## src/rtl/serial_subtractor_if.sv

```systemverilog
// serial_subtractor_if: start/result bundle of the bit-serial subtractor.
// SERIAL_SUB_OVF_EN adds the signed-overflow flag ovf.
interface serial_subtractor_if #(
  parameter int WIDTH = 8
);
  logic             start;
  logic [WIDTH-1:0] a;
  logic [WIDTH-1:0] b;
  logic             busy;
  logic             done;
  logic [WIDTH-1:0] diff;
  logic             borrow;
`ifdef SERIAL_SUB_OVF_EN
  logic             ovf;

  modport master (
    output start, a, b,
    input  busy, done, diff, borrow, ovf
  );
  modport slave (
    input  start, a, b,
    output busy, done, diff, borrow, ovf
  );
`else
  modport master (
    output start, a, b,
    input  busy, done, diff, borrow
  );
  modport slave (
    input  start, a, b,
    output busy, done, diff, borrow
  );
`endif
endinterface

```

## src/rtl/serial_subtractor.sv

```systemverilog
// serial_subtractor: LSB-first A-B, one bit per clock, borrow flop.
// SERIAL_SUB_OVF_EN adds a signed-overflow flag next to diff.
module serial_subtractor #(
  parameter int WIDTH = 8
) (
  input  logic               clk,
  input  logic               rst_n,
  serial_subtractor_if.slave bus
);

  localparam int CNT_W = $clog2(WIDTH + 1);

  typedef enum logic [1:0] {
    IDLE,
    SHIFT,
    DONE
  } state_t;

  state_t           state_q, state_d;
  logic [WIDTH-1:0] sa_q, sa_d;
  logic [WIDTH-1:0] sb_q, sb_d;
  logic [WIDTH-1:0] res_q, res_d;
  logic             bf_q, bf_d;
  logic [CNT_W-1:0] cnt_q, cnt_d;
  logic [WIDTH-1:0] diff_q, diff_d;
  logic             borrow_q, borrow_d;

  logic             d_bit;
  logic             bf_nxt;
  logic [WIDTH-1:0] res_nxt;

`ifdef SERIAL_SUB_OVF_EN
  logic am_q, am_d;
  logic bm_q, bm_d;
  logic ovf_q, ovf_d;
`endif

  // Full-subtractor cell, next result word and FSM/datapath control
  always_comb begin
    state_d  = state_q;
    sa_d     = sa_q;
    sb_d     = sb_q;
    res_d    = res_q;
    bf_d     = bf_q;
    cnt_d    = cnt_q;
    diff_d   = diff_q;
    borrow_d = borrow_q;
`ifdef SERIAL_SUB_OVF_EN
    am_d     = am_q;
    bm_d     = bm_q;
    ovf_d    = ovf_q;
`endif
    d_bit   = sa_q[0] ^ sb_q[0] ^ bf_q;
    bf_nxt  = (~sa_q[0] & sb_q[0])
            | (~(sa_q[0] ^ sb_q[0]) & bf_q);
    res_nxt = {d_bit, res_q[WIDTH-1:1]};
    unique case (state_q)
      IDLE, DONE: begin
        if (bus.start) begin
          sa_d    = bus.a;
          sb_d    = bus.b;
          res_d   = '0;
          bf_d    = 1'b0;
          cnt_d   = '0;
          state_d = SHIFT;
`ifdef SERIAL_SUB_OVF_EN
          am_d    = bus.a[WIDTH-1];
          bm_d    = bus.b[WIDTH-1];
`endif
        end else begin
          state_d = IDLE;
        end
      end
      SHIFT: begin
        res_d = res_nxt;
        sa_d  = sa_q >> 1;
        sb_d  = sb_q >> 1;
        bf_d  = bf_nxt;
        cnt_d = cnt_q + CNT_W'(1);
        if (cnt_q == CNT_W'(WIDTH - 1)) begin
          diff_d   = res_nxt;
          borrow_d = bf_nxt;
          state_d  = DONE;
`ifdef SERIAL_SUB_OVF_EN
          ovf_d    = (am_q != bm_q)
                  && (res_nxt[WIDTH-1] != am_q);
`endif
        end
      end
      default: state_d = IDLE;
    endcase
  end

  // State and datapath registers; reset aborts any operation
  always_ff @(posedge clk or negedge rst_n) begin
    if (!rst_n) begin
      state_q  <= IDLE;
      sa_q     <= '0;
      sb_q     <= '0;
      res_q    <= '0;
      bf_q     <= 1'b0;
      cnt_q    <= '0;
      diff_q   <= '0;
      borrow_q <= 1'b0;
`ifdef SERIAL_SUB_OVF_EN
      am_q     <= 1'b0;
      bm_q     <= 1'b0;
      ovf_q    <= 1'b0;
`endif
    end else begin
      state_q  <= state_d;
      sa_q     <= sa_d;
      sb_q     <= sb_d;
      res_q    <= res_d;
      bf_q     <= bf_d;
      cnt_q    <= cnt_d;
      diff_q   <= diff_d;
      borrow_q <= borrow_d;
`ifdef SERIAL_SUB_OVF_EN
      am_q     <= am_d;
      bm_q     <= bm_d;
      ovf_q    <= ovf_d;
`endif
    end
  end

  assign bus.busy   = (state_q == SHIFT);
  assign bus.done   = (state_q == DONE);
  assign bus.diff   = diff_q;
  assign bus.borrow = borrow_q;
`ifdef SERIAL_SUB_OVF_EN
  assign bus.ovf    = ovf_q;
`endif

endmodule

```

## src/flat_wrapper.sv

```systemverilog
// flat-port wrapper written by rule: the top's interface ports become plain ports
module serial_subtractor_flat 
#(
  parameter int WIDTH = 8
)
  (clk, rst_n, bus_start, bus_a, bus_b, bus_busy, bus_done, bus_diff, bus_borrow);
  serial_subtractor_if #(.WIDTH(WIDTH)) bus_i ();
  input  logic clk;
  input  logic rst_n;
  input wire logic [$bits(bus_i.start)-1:0] bus_start;
  input wire logic [$bits(bus_i.a)-1:0] bus_a;
  input wire logic [$bits(bus_i.b)-1:0] bus_b;
  output wire logic [$bits(bus_i.busy)-1:0] bus_busy;
  output wire logic [$bits(bus_i.done)-1:0] bus_done;
  output wire logic [$bits(bus_i.diff)-1:0] bus_diff;
  output wire logic [$bits(bus_i.borrow)-1:0] bus_borrow;
  assign bus_i.start = bus_start;
  assign bus_i.a = bus_a;
  assign bus_i.b = bus_b;
  assign bus_busy = bus_i.busy;
  assign bus_done = bus_i.done;
  assign bus_diff = bus_i.diff;
  assign bus_borrow = bus_i.borrow;
  serial_subtractor #(.WIDTH(WIDTH)) u_core (.clk(clk), .rst_n(rst_n), .bus(bus_i));
endmodule
```

## config.mk

```make
export PLATFORM = sky130hd
export DESIGN_NAME = serial_subtractor_flat
export DESIGN_NICKNAME = d
export VERILOG_FILES = /design/src/rtl/serial_subtractor_if.sv /design/src/rtl/serial_subtractor.sv /design/src/flat_wrapper.sv
export SDC_FILE = /design/constraint.sdc
export NUM_CORES = 1
export LEC_CHECK = 0
export ABC_AREA = 1
export BUFFER_PORTS_ARGS = -buffer_cell sky130_fd_sc_hd__buf_2
export CAP_MARGIN = 20
export CORE_ASPECT_RATIO = 1.1
export CORE_UTILIZATION = 55
export CTS_BUF_LIST = sky130_fd_sc_hd__clkbuf_8
export DETAILED_ROUTE_END_ITERATION = 7
export PLACE_DENSITY = 0.91
export SLEW_MARGIN = 5
export SYNTH_ARGS = -nofsm -noshare
export SYNTH_HDL_FRONTEND = slang
export SYNTH_SLANG_ARGS = --single-unit
```

## constraint.sdc

```tcl
create_clock -name clk -period 2.7 [get_ports clk]
set_input_delay 0.135 -clock clk [delete_from_list [all_inputs] [get_ports clk]]
set_output_delay 0.135 -clock clk [all_outputs]
set_load 0.05 [all_outputs]
```

## Word-level counts from Yosys, hierarchy flattened

Cells that the tools add are included.

| storage, ports and cells | value |
|---|---|
| bits in registers | 40 |
| input bits | 19 |
| output and inout bits | 11 |
| logic and storage cells | 39 |

| operators by class | value |
|---|---|
| $add $sub $neg | 1 |
| equal/unequal tests | 5 |
| mux-type cells | 13 |
| bitwise logic cells | 7 |
| reduce and logical (&&, ||, !) cells | 5 |

Operators by type and width:

| operator | number |
|---|---|
| $pmux W8 S2 | 3 |
| $mux W8 | 3 |
| $pmux W4 S2 | 1 |
| $add A4 B1 Y4 const B | 1 |
| $eq A4 B3 Y1 const B | 1 |
| $mux W4 | 1 |
| $pmux W2 S2 | 1 |
| $reduce_and A2 Y1 | 2 |
| $and A1 B1 Y1 | 2 |
| $eq A2 B1 Y1 const B | 1 |
| $eq A2 B2 Y1 const B | 1 |
| $logic_not A2 Y1 | 1 |
| $mux W1 | 2 |
| $mux W2 | 1 |
| $ne A2 B1 Y1 const B | 1 |
| $ne A2 B2 Y1 const B | 1 |
| $not A1 Y1 | 2 |
| $pmux W1 S2 | 1 |
| $reduce_bool A2 Y1 | 1 |
| $reduce_or A2 Y1 | 1 |
| $xor A1 B1 Y1 | 2 |
| $or A1 B1 Y1 | 1 |

## Depth between registers and ports, before layout

| depth | value |
|---|---|
| depth after elaboration | 5 |
| depth in mapped cells | 7 |
| gate-level depth less buffers | 6 |

## Worst setup path before layout

OpenSTA, ideal clock, no wires.

| path | value |
|---|---|
| kind | flip-flop to output port |
| start | reg u_core.state_q[0] |
| end | out bus_done |
| arrival time | 1,084 ps |
| data required time | 2,565 ps |
| setup slack | 1,481 ps |
| stages on the path, launching flop included | 2 |
| buffers on the path | 0 |
| cell sequence | dfrtp_1 -> nor2_1 |

| between the ends | value |
|---|---|
| word-level cells in the longest chain between the ends | 1 |

Ends and longest elaborated chain:

| what | line | RTL |
|---|---|---|
| start, declared | serial_subtractor.sv:19 | `state_t state_q, state_d;` |
| start signal, assigned | serial_subtractor.sv:111 | `state_q <= state_d;` |
| $eq A2 B2 Y1 | serial_subtractor.sv:128 | `assign bus.done = (state_q == DONE);` |
| end, declared | flat_wrapper.sv:14 | `output wire logic [$bits(bus_i.done)-1:0] bus_done;` |

Every way passes these cells.

## Worst setup path after layout

| path | value |
|---|---|
| start | reg u_core.state_q[0] |
| end | out bus_busy |

| between the ends | value |
|---|---|
| word-level cells in the longest chain between the ends | 1 |

Ends and longest elaborated chain:

| what | line | RTL |
|---|---|---|
| $eq A2 B1 Y1 | serial_subtractor.sv:127 | `assign bus.busy = (state_q == SHIFT);` |
| end, declared | flat_wrapper.sv:13 | `output wire logic [$bits(bus_i.busy)-1:0] bus_busy;` |

Every way passes these cells.

==> parameters.txt <==
Parameter                              Value

Outcome
  Outcome    finished, final reports clean

Clock network
  H-tree Lvls    2
  Total setup buffers inserted after CTS    0
  Root buffer cell    sky130_fd_sc_hd__clkbuf_8
  Clock transition at path regs    0.07 ns
  Clock sink total    39
  Clock tree from TritonCTS    done
  Number of buffers created by CTS    5
  Clock insertion delay at the later pin of the skew report    0.29 ns
  Clock Path Buffers    2

Worst setup path
  Arrival time worst endpoint    1.78 ns
  Capture instance of the worst register-to-register path    u_core.bus.diff[7]
  Endpoint class of the critical path    output port
  Worst r2r path cells    5
  Register-to-register path setup slack    0.93 ns
  Endpoint required time on the critical path    2.57 ns
  Startpoint of the worst register-to-register path    u_core.state_q[0]
  Category of the worst setup path launch point    register
  Max FO, Critical Path    12
  Class of the most critical setup path    reg2out

Drt
  Drt initial violations    14
  Remaining number of nets flagged by the antenna check after routing    0
  DR DRC count    0
  Via total after detailed routing    1,376
  Total iterations of the first detailed-routing run    4
  Vias/cell    4.90
  Drt wl/cell    10.8 um
  Sum of routed wire length over all layers    3030 um

Run
  MaxCap Viol Count    0

GRT
  Number of antenna violations at the first check in global routing    0
  Largest net degree at the start of global routing    40
  First-pass GRT wire length    5550 um
  Congestion Overflow GR    0
  Number of global-route vias before repair    1,349
  Combined global-route utilization of all metal layers    21.6%

Finish
  Final cell count without fillers    281
  Share of the core filled with cells    68.9%
  Ant diodes    0
  Number of nets in the finished design    268
  Area growth from synthesis to layout    15.3%
  Proportion of layout cells with a drive suffix above 1    17.7%
  Fill cell instance count of the final layout    235

STA
  Number of endpoints with negative hold slack in the final report    0
  Post-Route Setup TNS    0 ns
  Setup repair after global routing missed its margin    no
  Post-route clock skew    0.00498 ns
  Relative max-transition margin    44.9%
  Final setup vio count    0
  Post-route setup slack    0.790 ns
  Final min period    1.91 ns
  Pins Over Slew Limit    0
  Slew at the pin closest to its max-slew limit    0.826 ns
  Final Cycle Share    70.7%
  Timing-limited maximum frequency    524 MHz

Logic synthesis
  Instance count of the mapped netlist    213
  Total nets after synthesis    234
  Flops & latches, synth    39
  Number of warnings printed during yosys synthesis    0
  Mean post-synth cell area    8.07 um2
  Synth cell types    20
  Fraction of the yosys area taken by sequential cells    56.8%
  Synthesized cell area    1720 um2

Pwr
  Worst supply voltage drop on vdd    0.000779 V
  Power per standard cell area    1270 nW/um2
  Total design power    2510 uW
  Leakage    0.00115 uW

Min path
  Min-Delay Path Depth    3
  Beginning of the worst hold path    bus_b[7]
  Worst Hold End    u_core.sb_q[7]
  Hold Path Class    in2reg

Placement
  Dpl hpwl    2110 um
  Post-Place Setup Slack    0.956 ns
  GP Congestion    0.753
  Number of buffer cells added on primary ports    29
  Number of cells in the design after placement    272

Die
  Core region area    2880 um2
  Y dimension of the die    60.6 um
  Starting utilization of the core area    59.7%
  Number of cell rows    20
  Die outline width    55.3 um
  Ports placed on the boundary    30
  DIE AREA    3350 um2
synth_stat cells:
cell type	number	area share (%)
sky130_fd_sc_hd__nor2_1	4	0.87
sky130_fd_sc_hd__o22ai_1	7	2.5
sky130_fd_sc_hd__inv_2	1	0.22
sky130_fd_sc_hd__nand2_2	1	0.36
sky130_fd_sc_hd__nand2_4	1	0.65
sky130_fd_sc_hd__o21ai_0	2	0.58
sky130_fd_sc_hd__dfrtp_1	39	57
sky130_fd_sc_hd__a21oi_1	1	0.29
sky130_fd_sc_hd__fa_1	1	1.2
sky130_fd_sc_hd__nor2_4	1	0.65
sky130_fd_sc_hd__buf_6	1	0.65
sky130_fd_sc_hd__nor2_2	1	0.36
sky130_fd_sc_hd__buf_2	3	0.87
sky130_fd_sc_hd__nand4_1	1	0.36
sky130_fd_sc_hd__or2_2	1	0.36
sky130_fd_sc_hd__ha_1	1	0.73
sky130_fd_sc_hd__nand2_1	115	25
sky130_fd_sc_hd__inv_1	27	5.9
sky130_fd_sc_hd__inv_4	1	0.36
sky130_fd_sc_hd__nand3_1	4	1.2
registers in the layout, summed over array words and instances, names as in the netlist:
register	cells
u_core.bf_q	1
u_core.bus.borrow	1
u_core.bus.diff	8
u_core.cnt_q	4
u_core.res_q	7
u_core.sa_q	8
u_core.sb_q	8
u_core.state_q	2
through the flow:
stage | area [um2] | hold slack, ns
2_1_floorplan | 1720 | -0.161
4_1_cts | 1980 | 0.0317
3_5_place_dp | 1890 | 0.280
3_3_place_gp | 1890 | 0.277
6_report | 1980 | 0.0418
5_1_grt | 1980 | 0.0268
cell families (layout without fill, tap and decap cells):
group / after synthesis / after routing / synth area share, %
AOI/OAI and AO/OA: 10 / 10 / 3.42
and+or+nand+nor: 129 / 129 / 29.9
adders and majority gates: 2 / 2 / 1.89
DFF: 39 / 39 / 56.8
buffers and inverters: 33 / 68 / 8.01
worst max-delay path by stage:
| stage | endpoint | startpoint | slack, ns | cells after the start |
|---|---|---|---|---|
| 2_1_floorplan | bus_done | u_core.state_q[0] | 1.48 | 1 |
| 3_3_place_gp | u_core.bus.diff[7] | u_core.state_q[0] | 1.10 | 5 |
| 3_5_place_dp | u_core.bus.diff[7] | u_core.state_q[0] | 0.96 | 5 |
| 4_1_cts | bus_busy | u_core.state_q[0] | 0.79 | 3 |
| 5_1_grt | bus_busy | u_core.state_q[0] | 0.69 | 3 |
| 6_report | bus_busy | u_core.state_q[0] | 0.79 | 3 |
placed cells by master (no fill, tap or decap), drive strengths merged, types with 2 or more instances in the layout:
cell type,netlist,final
clkbuf,0,5
nor2,6,6
buf,4,30
nand3,4,4
nand2,117,117
o22ai,7,7
inv,29,30
o21ai,2,2
dfrtp,39,39
critical path, cell delays in order (launching register included):
cell and delay (ns):
sky130_fd_sc_hd__dfrtp_1 0.44, sky130_fd_sc_hd__inv_2 0.05, sky130_fd_sc_hd__nor2_1 0.60, sky130_fd_sc_hd__buf_2 0.40
layout make-up:
type                    instances  area [um2]  area share (%)
clock buffers                   5        68.8            3.47
clock inverters                 3        16.3           0.821
inverters                      29         111            5.62
multi-input cells             141         606            30.6
flip-flops and latches         39         976            49.2
well taps                      33        41.3            2.08
repair buffers                 31         163            8.21
where the power goes:
part | switching, uW | internal, uW
registers | 161 | 850
clock network | 198 | 176
logic | 788 | 336
total | 1150 | 1360
timing repair:
| action | CTS | global route |
|---|---|---|
| gates resized for setup | 0 | 0 |
| hold endpoints to repair | 39 | 0 |
| hold buffers | 1 | 0 |
| endpoints found under the setup margin | 0 | 0 |
routing by layer:
| metal | GRT usage (%) | share of wire (%) | vias up |
|---|---|---|---|
| li1 | - | - | 701 |
| met1 | 23.4 | 45 | 623 |
| met2 | 38.9 | 47 | 43 |
| met3 | 5.97 | 5.4 | 9 |
| met4 | 12.5 | 2.3 | 0 |
| met5 | 0 | 0 | - |
Power figures use the tool's default switching activity.
